===== src/rtl/nand_cmd_arbiter_pkg.sv =====
`default_nettype none
// +----------------------------------------------------------------------------+
// | nand_arb_pkg: FSM state encoding and nand_master command codes.            |
// | Rev 1.0                                                                    |
// +----------------------------------------------------------------------------+
package nand_arb_pkg;

  typedef enum logic [2:0] {
    ST_IDLE   = 3'd0,
    ST_ISSUE  = 3'd1,
    ST_SETTLE = 3'd2,
    ST_WAIT   = 3'd3,
    ST_RESP   = 3'd4
  } arb_state_t;

  localparam logic [7:0] M_NAND_RESET                = 8'h01;
  localparam logic [7:0] M_NAND_READ_PARAM_PAGE      = 8'h02;
  localparam logic [7:0] M_NAND_READ_ID              = 8'h03;
  localparam logic [7:0] M_NAND_BLOCK_ERASE          = 8'h04;
  localparam logic [7:0] M_NAND_READ_STATUS          = 8'h05;
  localparam logic [7:0] M_NAND_READ                 = 8'h06;
  localparam logic [7:0] M_NAND_PAGE_PROGRAM         = 8'h07;
  localparam logic [7:0] MI_GET_STATUS               = 8'h08;
  localparam logic [7:0] MI_CHIP_ENABLE              = 8'h09;
  localparam logic [7:0] MI_CHIP_DISABLE             = 8'h0A;
  localparam logic [7:0] MI_WRITE_PROTECT            = 8'h0B;
  localparam logic [7:0] MI_WRITE_ENABLE             = 8'h0C;
  localparam logic [7:0] MI_RESET_INDEX              = 8'h0D;
  localparam logic [7:0] MI_GET_ID_BYTE              = 8'h0E;
  localparam logic [7:0] MI_GET_PARAM_PAGE_BYTE      = 8'h0F;
  localparam logic [7:0] MI_GET_DATA_PAGE_BYTE       = 8'h10;
  localparam logic [7:0] MI_SET_DATA_PAGE_BYTE       = 8'h11;
  localparam logic [7:0] MI_GET_CURRENT_ADDRESS_BYTE = 8'h12;
  localparam logic [7:0] MI_SET_CURRENT_ADDRESS_BYTE = 8'h13;

endpackage
`default_nettype wire


===== src/rtl/nand_cmd_arbiter_rr_picker.sv =====
`default_nettype none
// +----------------------------------------------------------------------------+
// | rr_picker: combinational round-robin pick starting after last_grant.       |
// | Rev 1.0                                                                    |
// +----------------------------------------------------------------------------+
module rr_picker #(
  parameter  int NUM_REQ = 4,
  localparam int IDX_W   = (NUM_REQ > 1) ? $clog2(NUM_REQ) : 1
) (
  input  logic [NUM_REQ-1:0] request,
  input  logic [IDX_W-1:0]   last_grant,
  output logic [NUM_REQ-1:0] grant,
  output logic [IDX_W-1:0]   grant_idx
);

  logic w_found;

  // Indices above last_grant first, then wrap around to 0..last_grant.
  always_comb begin
    grant     = '0;
    grant_idx = '0;
    w_found   = 1'b0;
    for (int i = 0; i < NUM_REQ; i++) begin
      if (!w_found && request[i] && (IDX_W'(i) > last_grant)) begin
        grant[i]  = 1'b1;
        grant_idx = IDX_W'(i);
        w_found   = 1'b1;
      end
    end
    for (int i = 0; i < NUM_REQ; i++) begin
      if (!w_found && request[i]) begin
        grant[i]  = 1'b1;
        grant_idx = IDX_W'(i);
        w_found   = 1'b1;
      end
    end
  end

endmodule
`default_nettype wire


===== src/rtl/nand_cmd_arbiter.sv =====
`default_nettype none
// +----------------------------------------------------------------------------+
// | nand_cmd_arbiter: round-robin, lockable command sequencer for nand_master. |
// | Rev 1.0                                                                    |
// +----------------------------------------------------------------------------+
module nand_cmd_arbiter
  import nand_arb_pkg::*;
#(
  parameter  int NUM_REQ        = 4,
  parameter  int TIMEOUT_CYCLES = 4096,
  localparam int ID_W           = (NUM_REQ > 1) ? $clog2(NUM_REQ) : 1,
  localparam int TO_W           = (TIMEOUT_CYCLES > 0) ? $clog2(TIMEOUT_CYCLES + 1) : 1
) (
  input  logic                 clk,
  input  logic                 reset,
  input  logic [NUM_REQ-1:0]   req_valid,
  input  logic [NUM_REQ-1:0]   req_lock,
  input  logic [NUM_REQ*8-1:0] req_cmd,
  input  logic [NUM_REQ*8-1:0] req_data,
  output logic [NUM_REQ-1:0]   req_ready,
  output logic                 rsp_valid,
  output logic [ID_W-1:0]      rsp_id,
  output logic [7:0]           rsp_data,
  output logic                 rsp_err,
  output logic [7:0]           m_cmd_in,
  output logic [7:0]           m_data_in,
  output logic                 m_activate,
  input  logic                 m_busy,
  input  logic [7:0]           m_data_out
);

  localparam logic [TO_W-1:0] c_to_last =
    TO_W'((TIMEOUT_CYCLES > 0) ? TIMEOUT_CYCLES - 1 : 0);

  arb_state_t        r_state;
  logic [ID_W-1:0]   r_last_grant;
  logic              r_lock;
  logic [ID_W-1:0]   r_owner;
  logic [TO_W-1:0]   r_tcnt;
  logic [7:0]        r_cmd;
  logic [7:0]        r_data;
  logic              r_activate;
  logic              r_rsp_valid;
  logic [ID_W-1:0]   r_rsp_id;
  logic [7:0]        r_rsp_data;
  logic              r_rsp_err;

  logic                w_lock_held;
  logic [NUM_REQ-1:0]  w_owner_mask;
  logic [NUM_REQ-1:0]  w_eligible;
  logic [NUM_REQ-1:0]  w_pick;
  logic [ID_W-1:0]     w_pick_idx;
  logic                w_accept;
  logic                w_expired;

  // The lock only survives while its owner keeps req_lock asserted.
  assign w_lock_held = r_lock && req_lock[r_owner];

  always_comb begin
    w_owner_mask          = '0;
    w_owner_mask[r_owner] = 1'b1;
  end

  assign w_eligible = w_lock_held ? (req_valid & w_owner_mask) : req_valid;
  assign w_accept   = !reset && (r_state == ST_IDLE) && !m_busy && (|w_eligible);
  assign req_ready  = w_accept ? w_pick : '0;

  // r_tcnt counts completed WAIT cycles, so this is the TIMEOUT_CYCLES-th one.
  assign w_expired  = (TIMEOUT_CYCLES != 0) && (r_tcnt == c_to_last);

  rr_picker #(
    .NUM_REQ (NUM_REQ)
  ) u_picker (
    .request    (w_eligible),
    .last_grant (r_last_grant),
    .grant      (w_pick),
    .grant_idx  (w_pick_idx)
  );

  always_ff @(posedge clk) begin
    if (reset) begin
      r_state      <= ST_IDLE;
      r_last_grant <= ID_W'(NUM_REQ - 1);
      r_lock       <= 1'b0;
      r_owner      <= '0;
      r_tcnt       <= '0;
      r_cmd        <= 8'h00;
      r_data       <= 8'h00;
      r_activate   <= 1'b0;
      r_rsp_valid  <= 1'b0;
      r_rsp_id     <= '0;
      r_rsp_data   <= 8'h00;
      r_rsp_err    <= 1'b0;
    end else begin
      r_activate  <= 1'b0;
      r_rsp_valid <= 1'b0;
      case (r_state)
        ST_IDLE: begin
          if (!w_lock_held) r_lock <= 1'b0;
          if (w_accept) begin
            r_cmd      <= req_cmd[{w_pick_idx, 3'b000} +: 8];
            r_data     <= req_data[{w_pick_idx, 3'b000} +: 8];
            r_rsp_id   <= w_pick_idx;
            r_activate <= 1'b1;
            r_state    <= ST_ISSUE;
          end
        end
        ST_ISSUE: begin
          r_lock  <= req_lock[r_rsp_id];
          r_owner <= r_rsp_id;
          r_state <= ST_SETTLE;
        end
        ST_SETTLE: begin
          r_tcnt  <= '0;
          r_state <= ST_WAIT;
        end
        ST_WAIT: begin
          if (!m_busy) begin
            r_rsp_data  <= m_data_out;
            r_rsp_err   <= 1'b0;
            r_rsp_valid <= 1'b1;
            r_state     <= ST_RESP;
          end else if (w_expired) begin
            r_rsp_data  <= 8'h00;
            r_rsp_err   <= 1'b1;
            r_rsp_valid <= 1'b1;
            r_state     <= ST_RESP;
          end else begin
            r_tcnt <= r_tcnt + TO_W'(1);
          end
        end
        ST_RESP: begin
          r_last_grant <= r_rsp_id;
          r_state      <= ST_IDLE;
        end
        default: r_state <= ST_IDLE;
      endcase
    end
  end

  assign m_cmd_in   = r_cmd;
  assign m_data_in  = r_data;
  assign m_activate = r_activate;
  assign rsp_valid  = r_rsp_valid;
  assign rsp_id     = r_rsp_id;
  assign rsp_data   = r_rsp_data;
  assign rsp_err    = r_rsp_err;

endmodule
`default_nettype wire


===== config.mk =====
export PLATFORM = sky130hd
export DESIGN_NAME = nand_cmd_arbiter
export DESIGN_NICKNAME = d
export VERILOG_FILES = /design/src/rtl/nand_cmd_arbiter_pkg.sv /design/src/rtl/nand_cmd_arbiter_rr_picker.sv /design/src/rtl/nand_cmd_arbiter.sv
export SDC_FILE = /design/constraint.sdc
export NUM_CORES = 1
export LEC_CHECK = 0
export ABC_AREA = 1
export CAP_MARGIN = 20
export CORE_MARGIN = 2
export CORE_UTILIZATION = 48
export DETAILED_ROUTE_END_ITERATION = 7
export GPL_ROUTABILITY_DRIVEN = 0
export GPL_TIMING_DRIVEN = 1
export PLACE_DENSITY = 0.86
export REMOVE_ABC_BUFFERS = 1
export SLEW_MARGIN = 10
export SYNTH_ARGS = -nofsm -noshare
export SYNTH_HDL_FRONTEND = slang
export SYNTH_SLANG_ARGS = --single-unit

===== constraint.sdc =====
create_clock -name clk -period 5.72 [get_ports clk]
set_input_delay 1.144 -clock clk [delete_from_list [all_inputs] [get_ports clk]]
set_output_delay 1.144 -clock clk [all_outputs]
set_load 0.05 [all_outputs]

======== Word-level counts from Yosys, hierarchy flattened ========
Index checks and enable logic that the tools add are counted.
word-level totals
  bits in registers ....................... 50
  logic and storage cells ................. 117
  output and inout port bits .............. 33
operators by class
  reductions and logical operators ........ 36
  magnitude comparators ................... 7
  muxes and demuxes ....................... 45
  eq/ne operators ......................... 11
  shifts and indexed selects .............. 2
  add/subtract/negate cells ............... 1
  bitwise operators ....................... 3
operator list
  kind                   count
  $shiftx 32x6->8        2
  $mux 13                2
  $pmux 13 s2            1
  $mux 1                 24
  $logic_and 1x1->1      16
  $mux 8                 2
  $add 13x1->13 const B  1
  $eq 13x12->1 const B   1
  $mux 2                 6
  $pmux 3 s4             1
  $logic_not 1->1        9
  $mux 3                 3
  $mux 4                 2
  $ne 2x2->1 const B     4
  $reduce_and 2->1       4
  $eq 3x2->1 const B     2
  $lt 2x3->1 const B     2
  $and 4x4->4            1
  $bmux 1 s2             2
  $gt 1x2->1 const A     2
  $gt 2x2->1 const A     2
  $reduce_bool 2->1      2
  $reduce_or 2->1        2
  $reduce_or 4->1        1
  other kinds (10)       11

======== Longest topological paths before layout ========
Gate-level depths: netlist (run 1).
  word-level depth ........................ 33
  gate-level depth with buffers ........... 17
  gate-level depth less buffers ........... 16

======== Modules after synthesis ========
Synthesis (run 1) repeated with hierarchy kept, for this count alone.
second synthesis, totals
  cells, all modules ...................... 436
  area, all modules ....................... 2,768.9 um2
by module, submodules not included
  module            area each (um2)  sequential area each (um2)  times used  cells each
  nand_cmd_arbiter  2,633.8          1,001.0                     1           406
  rr_picker         135.1            0.0                         1           30

======== Worst setup path after synthesis (run 1) ========
Ideal clock, no wire load.
  path type ............................... input -> output
  from .................................... in req_lock[3]
  to ...................................... out req_ready[0]
  arrival time ............................ 3,266 ps
  path slack .............................. 1,310 ps
  data required time ...................... 4,576 ps
  stages on the path ...................... 9
  path through ............................ nand2_1 > nand2_1 > nand2_1 > nand2_4 > nand3_1 > nand2_2 > nand4_1 > nand2_2 > nor4_1
between the ends
  longest elaborated chain between the ends .. 22
  elaborated cells between the ends (all ways) .. 24
  classes of those cells .................. 9 x mux; 15 x reduce/logical
ends and longest elaborated chain
  what                              line                              RTL
  from (decl)                       nand_cmd_arbiter.sv:17            input logic [NUM_REQ-1:0] req_lock,
  $bmux 1 s2 (*)                    nand_cmd_arbiter.sv:57            assign w_lock_held = r_lock && req_lock[r_owner];
  $mux 1 (implied by the code) (*)  nand_cmd_arbiter.sv:57
  $logic_and 1x1->1 (*)             nand_cmd_arbiter.sv:57
  $mux 4 (*)                        nand_cmd_arbiter.sv:64            assign w_eligible = w_lock_held ? (req_valid & w_owner_mask) : req_valid;
  $logic_and 1x1->1                 nand_cmd_arbiter_rr_picker.sv:24  if (!w_found && request[i] && (IDX_W'(i) > last_grant)) begin
  $mux 1                            nand_cmd_arbiter_rr_picker.sv:24
  $logic_not 1->1                   nand_cmd_arbiter_rr_picker.sv:24
  $logic_and 1x1->1 (2 in a row)    nand_cmd_arbiter_rr_picker.sv:24
  (+4 left out)                     -
  $mux 1                            nand_cmd_arbiter_rr_picker.sv:24
  $logic_not 1->1                   nand_cmd_arbiter_rr_picker.sv:24
  $logic_and 1x1->1 (2 in a row)    nand_cmd_arbiter_rr_picker.sv:24
  $mux 1                            nand_cmd_arbiter_rr_picker.sv:24
  $logic_not 1->1                   nand_cmd_arbiter_rr_picker.sv:31  if (!w_found && request[i]) begin
  $logic_and 1x1->1                 nand_cmd_arbiter_rr_picker.sv:31
  $mux 1                            nand_cmd_arbiter_rr_picker.sv:31
  $mux 4 (*)                        nand_cmd_arbiter.sv:66            assign req_ready = w_accept ? w_pick : '0;
  to (decl)                         nand_cmd_arbiter.sv:20            output logic [NUM_REQ-1:0] req_ready,
Mark *: on every way between the ends. The rest lies on a longest branch, timed or not. The select of a mux whose other input is x is not followed.

======== Worst setup path in the final report (run 1) ========
  from .................................... in req_lock[3]
  to ...................................... out req_ready[1]
between the ends
  longest elaborated chain between the ends .. 25
  elaborated cells between the ends (all ways) .. 28
  classes of those cells .................. 11 x mux; 17 x reduce/logical
ends and longest elaborated chain
  what                              line
  $bmux 1 s2 (*)                    nand_cmd_arbiter.sv:57
  $mux 1 (implied by the code) (*)  nand_cmd_arbiter.sv:57
  $logic_and 1x1->1 (*)             nand_cmd_arbiter.sv:57
  $mux 4 (*)                        nand_cmd_arbiter.sv:64
  $logic_and 1x1->1                 nand_cmd_arbiter_rr_picker.sv:24
  $mux 1                            nand_cmd_arbiter_rr_picker.sv:24
  $logic_not 1->1                   nand_cmd_arbiter_rr_picker.sv:24
  $logic_and 1x1->1 (2 in a row)    nand_cmd_arbiter_rr_picker.sv:24
  (+8 left out)                     -
  $mux 1                            nand_cmd_arbiter_rr_picker.sv:24
  $logic_not 1->1                   nand_cmd_arbiter_rr_picker.sv:31
  $logic_and 1x1->1                 nand_cmd_arbiter_rr_picker.sv:31
  $mux 1                            nand_cmd_arbiter_rr_picker.sv:31
  $logic_not 1->1                   nand_cmd_arbiter_rr_picker.sv:31
  $logic_and 1x1->1                 nand_cmd_arbiter_rr_picker.sv:31
  $mux 1                            nand_cmd_arbiter_rr_picker.sv:31
  $mux 4 (*)                        nand_cmd_arbiter.sv:66
Marked as above.

==> results of run 1 <==
[cells in the final DEF (no fill, tap or decap), drive strengths merged]
| cell | instances |
|---|---|
| a21boi | 1 |
| a21oi | 30 |
| a221oi | 1 |
| a31oi | 1 |
| a32o | 1 |
| buf | 2 |
| bufinv | 1 |
| clkbuf | 7 |
| clkdlybuf4s50 | 115 |
| clkinv | 1 |
| dfxtp | 50 |
| ha | 1 |
| inv | 88 |
| nand2 | 116 |
| nand3 | 49 |
| nand3b | 1 |
| nand4 | 29 |
| nor2 | 68 |
| nor3 | 10 |
| nor3b | 6 |
| nor4 | 1 |
| o211a | 1 |
| o211ai | 2 |
| o21a | 1 |
| o21ai | 12 |
[final cells by class]
cell class	instances	area (um^2)
Multi-Input combinational cell	331	1660
Tap cell	77	96.3
Clock inverter	1	30.0
Sequential cell	50	1000
Timing Repair Buffer	117	1170
Inverter	89	334
Clock buffer	7	76.3
Fill cell	529	1950
[tightest hold or removal path: stages, from the launching register on]
cell and delay, ns:
dfxtp_1 0.33, inv_1 0.05, a21oi_1 0.05
[through the flow]
stage / instance area [um^2] / hold slack (ns) / utilization / instances / setup WS (ns)
3_5_place_dp: 4260 / 0.455 / 0.674 / 664 / 0.893
6_report: 4360 / 0.464 / 0.691 / 672 / 0.897
5_1_grt: 4360 / 0.488 / 0.691 / 672 / 0.713
4_1_cts: 4360 / 0.468 / 0.691 / 672 / 0.890
2_1_floorplan: 2990 / 0.421 / - / 470 / 1.31
3_3_place_gp: 4260 / 0.432 / 0.674 / 664 / 0.937
[worst max path at each step]
stage	startpoint	endpoint	slack, ns	cells after the start
finish	req_lock[3]	req_ready[1]	0.90	12
global route	req_lock[1]	req_ready[1]	0.71	12
CTS	req_lock[3]	req_ready[1]	0.89	12
detailed placement	req_lock[3]	req_ready[1]	0.89	12
global placement	req_lock[3]	req_ready[1]	0.94	12
floorplan	req_lock[3]	req_ready[0]	1.31	9
[cells in the mapped netlist, drive strengths merged (2+ instances only)]
master / number / area, um^2
inv: 88 / 330
nor3: 10 / 55.1
clkbuf: 5 / 18.8
o211ai: 2 / 15.0
o21ai: 12 / 60.1
buf: 14 / 93.8
nor2: 68 / 300
a21oi: 30 / 150
nand2: 116 / 465
dfxtp: 50 / 1000
nor3b: 6 / 45.0
nand4: 29 / 181
nand3: 49 / 295
[power groups by stage]
stage                     combinational, mW  clock, mW  sequential (mW)
after CTS                             0.492      0.252            0.427
after global routing                  0.542      0.264            0.433
after detailed placement              0.489          0            0.434
final                                 0.492      0.245            0.428
after global placement                0.483          0            0.432
after floorplan                       0.240          0            0.511
[logic make-up after synthesis]
kind of cell,synth area share
DFF,0.322
buffers and inverters,0.144
and+or+nand+nor,0.438
AOI/OAI and AO/OA,0.0922
adders and majority gates,0.00403
[state kept, by name, summed over array words and instances (netlist names)]
signal / flops
r_state: 3
r_tcnt: 13
rsp_valid: 1
m_data_in: 8
r_lock: 1
rsp_id: 2
r_last_grant: 2
m_cmd_in: 8
m_activate: 1
rsp_err: 1
rsp_data: 8
r_owner: 2
[metal layers]
layer  wire length, um  share of wire  vias up  global-route usage
li1                  -              -     1761                   -
met1              3400           0.41     1543               0.280
met2              4120           0.50      157               0.421
met3               677          0.081       12              0.0619
met4               121          0.015        0              0.0664
met5                 0              0        -                   0
==> flow_summary.toml, run 1 <==
[critical_path]
cp_cell_sequence = "clkdlybuf4s50_1 -> nand2_1 -> nand2_1 -> nand2_1 -> nand2_4 -> nand3_2 -> nand3_2 -> nand2_4 -> nor2_8 -> nand3_4 -> a21oi_1 -> clkdlybuf4s50_1"
critPathSlowestCell = "clkdlybuf4s50_1"
r2r_start = "r_owner[0]$_SDFFE_PP0P_"
crit_family = "buffers and inverters"
r2r_end = "m_cmd_in[3]$_SDFFE_PP0P_"
path_buf_inv = 2
path_class = "in2out"
critPathLaunchType = "primary input"
reg2reg_depth = 12
arrival_ns = 3.68
ff2ff_setup_slack_ns = 2.67
cp_max_fo = 28
slowest_delay_ns = 0.82
end_kind = "output pin"
worstPathRequired_ns = 4.58
crit_top_cell = "nand2_1"

[sta]
slew_viol_final = 0
worst_pin_slew_ns = 0.711
skew_ns = 0.0131
rsz0062_at_grt = "no"
final_hold_viol_count = 0
max_freq_mhz = 207
finalCriticalPeriod_ns = 4.82
slew_headroom = 0.525
setup_viol = 0
final.setup.tns_ns = 0
period_share = 0.843

[synth]
yosysUniqueCellTypes = 35
async_flop_share = 0
netlist_instances = 489
synth_edf_count = 0
ys_ff_latch = 50
syn_area_mm2 = 0.00311
syn_area_per_cell_um2 = 6.35
ys_seq_area_frac = 0.322
ys.flop_type = "dfxtp_1"
ys_warn_count = 0

[pwr]
switchingPower_uw = 457
p_per_area_mw_per_mm2 = 267
switching_share = 0.392
p_comb_frac = 0.422
p_int_uw = 708
p_total_mw = 1.16
power.leakage_nw = 1.97
ir_drop_v = 0.000141
pwr-share-clk = 0.211
pwr-share-seq = 0.367

[place]
dpl.hpwl_um = 6280
port_buffers = 115

[global_routing]
antenna_found_initial = 0
overflow = 0
grt_pass1_vias = 3280
grt_max_degree = 40
grt_pass1_wl_um = 14100
grt_use_total = 0.236

[clocking]
cts-root-buf = "clkbuf_8"
postCtsSetupBuffers = 0
htree_levels = 2
cts_hold_buffers = 0
clock_latency_ns = 0.30
cts.sinks = 50
cts_tree = "yes"
clockBufferDepth = 2
clk_pin_slew_ns = 0.09
ctsResizeCount = 0
cts_buffers = 5

[detailed_routing]
vias_per_cell = 5.17
route.detailed.drc = 0
routed_wirelength_um = 8320
ant_nets = 0
drt_iter0_markers = 190
vias = 3473
dr.pass1.iters = 5
wire_per_inst_um = 12.4

[final_layout]
fin_nets = 678
layout-drive-gt1-share = 0.0555
diodes = 0
syn2layout_area_growth_pct = 40.4

[status]
status = "complete, no violations"

[min_path]
worstHoldPathCells = 2
hold_class = "reg2reg"
hp-start = "r_tcnt[10]$_SDFFE_PP0P_"
min_to = "r_tcnt[10]$_SDFFE_PP0P_"

[floorplanning]
placementRows = 29
dieArea_mm2 = 0.00713
die_w_um = 84.5
ios = 116
start_util = 0.492
die_y_um = 84.5
core_mm2 = 0.00631

[run]
timing.max_cap.violations = 0
No activity file was read; power rests on OpenSTA's default activity.
==> inputs of run 2 (changes only) <==
Settings changed: CORE_UTILIZATION 48 to 45, PLACE_DENSITY 0.86 to 0.81.
Clock period 5.72 ns to 4.8 ns, I/O delays scaled along.
==> flow_summary.toml, run 2 (synthesis results as in run 1) <==
[status]
status = "complete, no violations"

[floorplanning]
placementRows = 30
die_y_um = 87.1
start_util = 0.462
ios = 116
die_w_um = 87.1
core_mm2 = 0.00672
dieArea_mm2 = 0.00758

[sta]
final.setup.tns_ns = 0
setup_viol = 0
period_share = 0.799
finalCriticalPeriod_ns = 3.84
max_freq_mhz = 261
worst_pin_slew_ns = 0.752
skew_ns = 0.00729
final_hold_viol_count = 0
slew_viol_final = 0
rsz0062_at_grt = "no"
slew_headroom = 0.498

[critical_path]
end_kind = "output pin"
slowest_delay_ns = 0.49
arrival_ns = 2.88
crit_top_cell = "nand2_1"
critPathLaunchType = "primary input"
r2r_start = "r_owner[0]$_SDFFE_PP0P_"
ff2ff_setup_slack_ns = 1.86
critPathSlowestCell = "clkdlybuf4s50_1"
r2r_end = "m_data_in[4]$_SDFFE_PP0P_"
cp_max_fo = 28
cp_cell_sequence = "clkdlybuf4s50_1 -> nand2_1 -> nand2_1 -> nand2_1 -> nand2_4 -> nand3_2 -> nand3_2 -> nand2_4 -> nor2_8 -> nand3_4 -> a21oi_1 -> buf_4"
crit_start = "req_lock[3]"
reg2reg_depth = 14
worstPathRequired_ns = 3.84
crit_end = "req_ready[1]"
path_class = "in2out"

[detailed_routing]
dr.pass1.iters = 5
drt_iter0_markers = 174
ant_nets = 0
wire_per_inst_um = 12.0
vias_per_cell = 5.06
route.detailed.drc = 0
routed_wirelength_um = 8110
vias = 3417

[place]
dpl.hpwl_um = 6070
port_buffers = 115
place_area_mm2 = 0.00425

[final_layout]
layout-drive-gt1-share = 0.0639
layout_common_cells = "111 x clkdlybuf4s50_1, 108 x nand2_1, 86 x inv_1"
final_common_cell = "clkdlybuf4s50_1"
fillCellCount = 585
syn2layout_area_growth_pct = 39.8
largest_reg_flops = 13
fin_nets = 678
fin_area_mm2 = 0.00434
largest-register = "r_tcnt"
diodes = 0

[global_routing]
overflow = 0
antenna_found_initial = 0
grt_pass1_vias = 3107
grt_use_total = 0.212
grt_pass1_wl_um = 13200
grt_max_degree = 40

[pwr]
switchingPower_uw = 535
p_total_mw = 1.34
p_comb_frac = 0.436
pwr-share-clk = 0.186
ir_drop_v = 0.000139
power.leakage_nw = 1.98
pwr-share-seq = 0.378
p_per_area_mw_per_mm2 = 308
switching_share = 0.400
p_int_uw = 804

[run]
timing.max_cap.violations = 0

[clocking]
htree_levels = 2
cts_tree = "yes"
ctsResizeCount = 0
cts_hold_buffers = 0
cts.sinks = 50
clk_pin_slew_ns = 0.08
postCtsSetupBuffers = 0
cts-root-buf = "clkbuf_8"
cts_buffers = 5
clock_latency_ns = 0.29
clockBufferDepth = 2

[min_path]
hold_class = "reg2reg"
-- run 2: changes by cell type in the layout (fill, tap and decap cells not counted), sizes merged --
| cell | change |
|---|---|
| clkinv | +1 |
| buf | +4 |
| bufinv | -1 |
| clkdlybuf4s50 | -4 |
-- run 2: final cells by class --
| cell class | instances | area (um^2) | area share |
|---|---|---|---|
| multi-input combinational | 331 | 1660 | 0.382 |
| timing repair buffer | 117 | 1160 | 0.266 |
| sequential | 50 | 1000 | 0.231 |
| inverter | 89 | 334 | 0.0769 |
| tap | 80 | 100 | 0.0231 |
| clock buffer | 7 | 86.3 | 0.0199 |
| clock inverter | 1 | 5.00 | 0.00115 |
-- run 2: through the flow --
stage          worst slack (ns)  hold WS, ns  instances   util
2_1_floorplan             0.758        0.421        470      -
3_3_place_gp               1.01        0.431        667  0.633
3_5_place_dp              0.878        0.440        667  0.633
4_1_cts                   0.970        0.454        675  0.646
5_1_grt                   0.760        0.472        675  0.646
6_report                  0.964        0.447        675  0.646
-- run 2: worst min-delay path by stage --
stage                           startpoint                endpoint  slack, ns  depth (start not counted)
CTS                 r_tcnt[4]$_SDFFE_PP0P_  r_tcnt[4]$_SDFFE_PP0P_       0.45                          2
floorplan           r_tcnt[4]$_SDFFE_PP0P_  r_tcnt[4]$_SDFFE_PP0P_       0.42                          2
finish              r_tcnt[4]$_SDFFE_PP0P_  r_tcnt[4]$_SDFFE_PP0P_       0.45                          2
global route        r_tcnt[4]$_SDFFE_PP0P_  r_tcnt[4]$_SDFFE_PP0P_       0.47                          2
global placement    r_tcnt[4]$_SDFFE_PP0P_  r_tcnt[4]$_SDFFE_PP0P_       0.43                          2
detailed placement  r_tcnt[4]$_SDFFE_PP0P_  r_tcnt[4]$_SDFFE_PP0P_       0.44                          2
-- run 2: critical path, delay by kind of cell --
kind / cells / cell delay, ns
and+or+nand+nor: 9 / 0.99
buffers and inverters: 2 / 0.71
AOI/OAI and AO/OA: 1 / 0.22
-- run 2: power by group through the flow --
stage	clock, mW	combinational, mW	sequential [mW]
6_report	0.249	0.584	0.506
5_1_grt	0.274	0.643	0.514
4_1_cts	0.260	0.585	0.506
3_5_place_dp	0	0.583	0.514
3_3_place_gp	0	0.575	0.513
2_1_floorplan	0	0.286	0.609
-- run 2: metal layers --
metal	track usage	vias up	share of wire
met1	0.238	1512	0.42
met4	0.0601	0	0.011
met5	0	-	0
met3	0.0607	11	0.079
met2	0.388	133	0.49
li1	-	1761	-
